===== src/rtl/disp_mux_sched.sv =====
// Round-robin scheduler sharing one 2-digit 7-seg decoder among 4 sources.
// Optional sticky ">99" flags enabled by macro OVF_STICKY_EN; all outputs registered.
module disp_mux_sched #(
  parameter int DWELL     = 50_000_000,
  parameter int BLANK_CYC = 2,
  parameter int CW        = 26
) (
  input  logic       clk,
  input  logic       reset,
  input  logic [6:0] val0,
  input  logic [6:0] val1,
  input  logic [6:0] val2,
  input  logic [6:0] val3,
  input  logic [3:0] valid,
  input  logic       hold,
  input  logic       next,
  input  logic       clr_ovf,
  output logic [6:0] bin_out,
  output logic [1:0] chan,
  output logic [3:0] chan_led,
  output logic       blank,
  output logic [3:0] ovf
);

  localparam int BW = (BLANK_CYC > 1) ? $clog2(BLANK_CYC) : 1;

  typedef enum logic [1:0] {IDLE, LOAD, SHOW, BLANK} state_t;

  state_t          state_q, state_d;
  logic [1:0]      chan_q, chan_d;
  logic [6:0]      bin_out_q, bin_out_d;
  logic [3:0]      chan_led_q, chan_led_d;
  logic            blank_q, blank_d;
  logic [CW-1:0]   cnt_q, cnt_d;
  logic [BW-1:0]   blank_cnt_q, blank_cnt_d;
  logic [6:0]      val_sel;
  logic [1:0]      nxt_chan;

  // Scan chan+1, chan+2, chan+3, then chan itself; first valid index wins.
  function automatic logic [1:0] pick(input logic [3:0] v, input logic [1:0] c);
    logic [1:0] idx;
    pick = c;
    for (int k = 4; k >= 1; k--) begin
      idx = c + 2'(k);
      if (v[idx]) pick = idx;
    end
  endfunction

  always_comb begin
    case (chan_q)
      2'd0:    val_sel = val0;
      2'd1:    val_sel = val1;
      2'd2:    val_sel = val2;
      default: val_sel = val3;
    endcase
  end

  assign nxt_chan = pick(valid, chan_q);

  always_comb begin
    state_d     = state_q;
    chan_d      = chan_q;
    bin_out_d   = bin_out_q;
    chan_led_d  = chan_led_q;
    blank_d     = blank_q;
    cnt_d       = cnt_q;
    blank_cnt_d = blank_cnt_q;
    case (state_q)
      IDLE: begin
        if (valid != 4'b0000) begin
          chan_d  = nxt_chan;
          state_d = LOAD;
        end
      end
      LOAD: begin
        bin_out_d  = val_sel;
        cnt_d      = '0;
        chan_led_d = 4'b0001 << chan_q;
        blank_d    = 1'b0;
        state_d    = SHOW;
      end
      SHOW: begin
        if ((cnt_q == CW'(DWELL - 1) && !hold) || next || !valid[chan_q]) begin
          chan_led_d = 4'b0000;
          blank_d    = 1'b1;
          if (valid == 4'b0000) begin
            state_d = IDLE;
          end else begin
            chan_d      = nxt_chan;
            blank_cnt_d = '0;
            state_d     = (BLANK_CYC > 0) ? BLANK : LOAD;
          end
        end else if (!hold) begin
          cnt_d = cnt_q + 1'b1;
        end
      end
      default: begin
        if (valid == 4'b0000) begin
          state_d = IDLE;
        end else if (int'(blank_cnt_q) >= BLANK_CYC - 1) begin
          state_d = LOAD;
        end else begin
          blank_cnt_d = blank_cnt_q + 1'b1;
        end
      end
    endcase
  end

  always_ff @(posedge clk) begin
    if (reset) begin
      state_q     <= IDLE;
      chan_q      <= 2'd0;
      bin_out_q   <= 7'd0;
      chan_led_q  <= 4'b0000;
      blank_q     <= 1'b1;
      cnt_q       <= '0;
      blank_cnt_q <= '0;
    end else begin
      state_q     <= state_d;
      chan_q      <= chan_d;
      bin_out_q   <= bin_out_d;
      chan_led_q  <= chan_led_d;
      blank_q     <= blank_d;
      cnt_q       <= cnt_d;
      blank_cnt_q <= blank_cnt_d;
    end
  end

  assign bin_out  = bin_out_q;
  assign chan     = chan_q;
  assign chan_led = chan_led_q;
  assign blank    = blank_q;

`ifdef OVF_STICKY_EN
  logic [3:0] ovf_q, ovf_d;

  // A set on the LOAD edge beats a simultaneous clear for the same bit.
  always_comb begin
    ovf_d = clr_ovf ? 4'b0000 : ovf_q;
    if (state_q == LOAD && val_sel > 7'd99) ovf_d[chan_q] = 1'b1;
  end

  always_ff @(posedge clk) begin
    if (reset) ovf_q <= 4'b0000;
    else       ovf_q <= ovf_d;
  end

  assign ovf = ovf_q;
`else
  logic unused_clr_ovf;
  assign unused_clr_ovf = clr_ovf;
  assign ovf            = 4'b0000;
`endif

endmodule


===== config.mk =====
export PLATFORM = sky130hd
export DESIGN_NAME = disp_mux_sched
export DESIGN_NICKNAME = d
export VERILOG_FILES = /design/src/rtl/disp_mux_sched.sv
export SDC_FILE = /design/constraint.sdc
export NUM_CORES = 1
export LEC_CHECK = 0
export CAP_MARGIN = 25
export CORE_MARGIN = 10
export CORE_UTILIZATION = 45
export CTS_BUF_LIST = sky130_fd_sc_hd__clkbuf_8
export CTS_CLUSTER_SIZE = 12
export DETAILED_ROUTE_END_ITERATION = 8
export MAX_ROUTING_LAYER = met4
export PLACE_DENSITY = 0.71
export SYNTH_ARGS = -nofsm -noshare
export SYNTH_HDL_FRONTEND = slang
export SYNTH_SLANG_ARGS = --single-unit

===== constraint.sdc =====
create_clock -name clk -period 3.35 [get_ports clk]
set_clock_uncertainty 0.15 [all_clocks]
set_input_delay 0.335 -clock clk [delete_from_list [all_inputs] [get_ports clk]]
set_output_delay 0.335 -clock clk [all_outputs]
set_load 0.01 [all_outputs]

* After elaboration in Yosys (flattened, before gate mapping)
Cells that the tools add are included.
Word-level totals: bits of input ports 37, logic and storage cells 83, bits in registers 43, memories 0, RAM bits 0, latch bits 0, output and inout port bits 18, memory bits (read-only) 0
Operators by class: multipliers 0, reductions and logical operators 18, mux-type cells 34, shift-type cells 1, add/subtract/negate cells 5, bitwise gates (word level) 2, div/mod/pow operators 0, $lt $le $gt $ge 5, eq/ne operators 11
Operators by type and width (count):
- 26-bit 2-to-1 mux | 2
- 26-bit case mux with 2 select lines | 1
- 26-bit by 1-bit adder with 26-bit output, second input constant | 1
- 26-bit == test, second input constant | 1
- 2-bit 2-to-1 mux | 11
- 7-bit case mux with 3 select lines | 1
- 2-bit by 3-bit less-than comparator with 1-bit output, second input constant | 4
- 2-bit inequality test, second input constant | 5
- 1-bit 2-to-1 mux | 9
- 1-bit binary-select mux with 2-bit select | 4
- 4-bit case mux with 2 select lines | 1
- 4-bit AND reduction | 2
- 2-bit case mux with 3 select lines | 1
- 3-bit AND reduction | 2
- 5-bit nonzero test | 1
- 2-bit adder, second input constant | 2
- 2-bit by 1-bit == test with 1-bit output, second input constant | 2
- 2-bit == test, second input constant | 2
- 2-bit zero test | 2
- 4-bit zero test | 1
- 4-bit 2-to-1 mux | 1
- 1-bit case mux with 2 select lines | 2
- 2-bit case mux with 2 select lines | 1
- 2-bit nonzero test | 2
- other kinds (12) | 15

* Depth between registers and ports, before layout
depth in word-level cells 9, mapped depth 8, gate-level depth less buffers 7

* Least setup slack after synthesis
Ideal clock, no wire load.
kind register to register, start reg chan_q[1], in the netlist chan[1], end reg chan_q[0], in the netlist chan[0], setup slack 1.075 ns, path buffers 0, data arrival time 2.004 ns, period minus slack after synthesis 2.275 ns, stages on the path, launching flop included 6, cell sequence dfxtp_1 > mux2_2 > a22oi_2 > a311oi_1 > nor4_1 > mux2_2
Between the ends: longest elaborated chain between the ends 9
Ends and longest elaborated chain:
- start: declaration | line 30 | logic [1:0] chan_q, chan_d;
- start signal: assignment | line 120 | chan_q <= chan_d;
- 2-bit adder | line 44 | idx = c + 2'(k);
- 1-bit binary-select mux with 2-bit select | line 45 | if (v[idx]) pick = idx;
- 1-bit 2-to-1 mux (implied by the code) | line 45
- 2-bit 2-to-1 mux (3 in series) | line 45
- 2-bit 2-to-1 mux | line 86 | if (valid == 4'b0000) begin
- 2-bit 2-to-1 mux | line 83 | if ((cnt_q == CW'(DWELL - 1) && !hold) || next || !valid[chan_q]) begin
- 2-bit case mux with 2 select lines | line 68 | case (state_q)
Parallel ways exist; a longest one is shown, timed or not. The select of a mux whose other input is x is not followed. A chain may end at the register's enable or synchronous reset.

* Worst setup path in the final report
start reg chan_q[1], in the netlist chan[1], end reg state_q[1]
Between the ends: longest elaborated chain between the ends 6
Ends and longest elaborated chain:
- 1-bit binary-select mux with 2-bit select | line 83
- 1-bit 2-to-1 mux (implied by the code) | line 83
- 1-bit zero test | line 83
- 1-bit logical OR | line 83
- 2-bit inequality test (no line)
- 3-bit AND reduction (no line)
- end signal: assignment | line 119 | state_q <= state_d;
- end: declaration | line 29 | state_t state_q, state_d;
No other way between the ends. The select of a mux whose other input is x is not followed.

==> impl_metrics.json <==
{
  "p_int_mw": 1.274,
  "vdd_drop_max_mv": 0.3354,
  "endpoint_kind": "flop",
  "place_congestion": 0.8692,
  "regArea_um2": 860.8,
  "slowest_delay_ns": 0.56,
  "ys_seq_elements": 43,
  "syn_area_um2": 2854,
  "p_total_mw": 2.199,
  "finalHoldViolCount": 0,
  "die_width_um": 99.64,
  "num_vias": 3015,
  "p_per_area_nw_per_um2": 627.6,
  "finalCritPeriodShare_pct": 82.28,
  "dp_slack_ns": 0.4731,
  "synth_top_family_by_area": "simple AND/OR/NAND/NOR gates",
  "clock_path_buffers": 2,
  "hpwl_mm": 5.826,
  "clk_latency_ns": 0.30,
  "cp_max_fo": 10,
  "worstPathCellList": "mux2_2 -> a22oi_2 -> a311oi_1 -> buf_4 -> or4_1 -> a31oi_1",
  "gr-total-overflow": 0,
  "area_growth_pct": 22.75,
  "synth-simple-area-share_pct": 30.29,
  "synth.mux.area_fraction_pct": 6.620,
  "path_delay_family": "compound AO/OA/AOI/OAI gates",
  "crit_type": "reg -> reg",
  "switchingPower_mw": 0.9252,
  "synth_fa_ha_area_share_pct": 3.946,
  "min_path_type": "reg -> reg",
  "detail-route-antenna-nets": 0,
  "finalSetupTns_ns": 0,
  "ys_seq_area_share_pct": 30.16,
  "cts_max_level": 2,
  "ys.flop_type": "dfxtp_1",
  "final_layout_size_suffix_gt1_share_pct": 8.395,
  "multi_input_area_um2": 1836,
  "fin_cells": 480,
  "netlist_instances": 364,
  "diodes": 0,
  "port_buffers": 49,
  "start_util_pct": 47.36,
  "tritoncts": "yes",
  "fillers": 550,
  "wl_per_cell_um": 17.43,
  "combPwrFrac_pct": 52.0,
  "track_usage_pct": 16.56,
  "cp-start-kind": "flop",
  "synthArstFlopShare_pct": 0,
  "fin_nets": 451,
  "dp_cells": 473,
  "crit_required_ns": 3.41,
  "wirelength_mm": 8.367,
  "synth-edff-count": 0,
  "grt_pass1_vias": 2849,
  "status": "complete, no violations",
  "synthXorXnorAreaFrac_pct": 0,
  "p_leak_nw": 1.199,
  "postSynthAreaPerCell_um2": 7.841,
  "cp_num_buf_inv": 1,
  "drv_slew": 0,
  "cts_setup_buffers": 0,
  "sw_frac_of_total_pct": 42.08,
  "fin_util_pct": 58.14,
  "first_pass_iters": 5,
  "post-route-drc-count": 0,
  "dieArea_um2": 9927,
  "root_buffer": "clkbuf_8",
  "final.setup.worst_slack_ns": 0.5935,
  "max_freq_mhz": 362.8,
  "post_cts.resized_instances": 0,
  "yosys_warnings": 0,
  "grt_start_max_net_pins": 25,
  "die_h_um": 99.64,
  "antenna_found_initial": 0,
  "vias_per_cell": 6.281,
  "worst_pin_slew_ns": 1.005,
  "postCtsHoldBufs": 0,
  "coreArea_um2": 6026,
  "synth_cell_type_count": 58,
  "cts_buffers": 5,
  "clk_pin_slew_worst_paths_ns": 0.08,
  "critPathArrivalTime_ns": 2.82,
  "power_frac_seq_pct": 29.9,
  "ios": 55,
  "first_iter_violations": 246,
  "slew_headroom_pct": 32.81,
  "power_frac_clock_pct": 18.1,
  "slowest_stage": "dfxtp_1",
  "cts_sinks": 43,
  "maxCapViolations": 0,
  "grt_pass1_wl_mm": 13.65,
  "period_minus_slack_ns": 2.756,
  "rows": 28,
  "rsz0062_at_grt": "no",
  "setup_viol": 0,
  "synth_compound_area_share_pct": 22.93
}
[layer usage]
metal	vias up	routed length, um	track usage (%)
met5	-	0	-
met1	1438	3749	20.52
met2	108	3926	26.30
li1	1456	-	-
met4	0	124	4.851
met3	13	566	3.599
[flip-flops by register name (all words and copies together) (netlist names)]
signal       cells
blank            1
state_q          2
blank_cnt_q      1
cnt_q           26
bin_out          7
chan             2
chan_led         4
[Yosys cell counts, drive strengths merged (3+ instances only)]
library cell / number / share of area, %
inv: 8 / 1.1
a311oi: 3 / 0.92
o21ai: 14 / 2.5
o211ai: 7 / 1.8
nand3: 14 / 2.5
a22oi: 3 / 0.96
or3: 4 / 1.1
a21o: 5 / 1.3
a31o: 4 / 1.2
mux2: 5 / 2.0
nand2b: 5 / 1.1
nand4: 17 / 3.7
buf: 11 / 2.4
a21oi: 14 / 2.5
dfxtp: 43 / 30
clkbuf: 19 / 2.5
or4: 7 / 2.0
nand2: 44 / 5.8
and3: 7 / 1.5
nor4: 8 / 2.3
nor3: 9 / 1.8
ha: 9 / 3.9
a31oi: 21 / 4.6
a222oi: 7 / 2.5
and4: 3 / 0.92
mux2i: 11 / 3.9
nor2: 33 / 4.3
[power by group through the flow]
stage | clock network (mW) | registers [mW] | logic (mW)
after floorplan | 0 | 0.670 | 0.744
after global placement | 0 | 0.664 | 1.12
after detailed placement | 0 | 0.666 | 1.13
after CTS | 0.403 | 0.658 | 1.14
after global routing | 0.416 | 0.670 | 1.24
final | 0.398 | 0.657 | 1.14
[cell families (layout without fill, tap and decap cells)]
group | Yosys count | after routing
fa+ha+maj | 9 | 9
simple gates | 163 | 163
buf+inv | 38 | 76
flops | 43 | 43
compound gates | 93 | 93
other cells | 1 | 4
mux | 17 | 17
[worst reg2reg max path, cell delays in order, from the launching register on]
cell	delay, ns
dfxtp_1	0.56
mux2_2	0.40
a22oi_2	0.46
a311oi_1	0.22
buf_4	0.24
or4_1	0.47
a31oi_1	0.17
[stage by stage]
stage                     hold slack, ns  instance area (um^2)
after global routing              0.3759                  3503
after CTS                         0.3245                  3503
after floorplan                   0.2883                  2865
after detailed placement          0.3051                  3401
after global placement            0.3000                  3401
final                             0.3263                  3503
[cell type report]
| cell class | count | area share (%) |
|---|---|---|
| flip-flops and latches | 43 | 24.57 |
| clock inverters | 2 | 0.9643 |
| repair buffers | 61 | 16.57 |
| multi-input cells | 286 | 52.39 |
| clock buffers | 5 | 1.964 |
| inverters | 8 | 0.8571 |
| well taps | 75 | 2.679 |
[cells in the final DEF, fill, tap and decap left out, drive strengths merged, types with 5 or more instances in the layout]
master,count
clkdlybuf4s50,49
nand2,44
dfxtp,43
nor2,33
a31oi,21
nand4,17
nand3,14
o21ai,14
a21oi,14
buf,12
mux2i,11
inv,9
ha,9
nor3,9
nor4,8
and3,7
a222oi,7
o211ai,7
or4,7
mux2,5
a21o,5
nand2b,5
clkbuf,5
[worst paths after layout]
| path | from | endpoint | slack, ns | cells past startpoint |
|---|---|---|---|---|
| setup reg to reg | chan[1] | state_q[1] | 0.59 | 6 |
| hold reg to reg | blank_cnt_q | blank_cnt_q | 0.33 | 2 |
| setup / recovery | chan[1] | state_q[1] | 0.59 | 6 |
| hold / removal | blank_cnt_q | blank_cnt_q | 0.33 | 2 |
(Power assumes the default switching activity.)
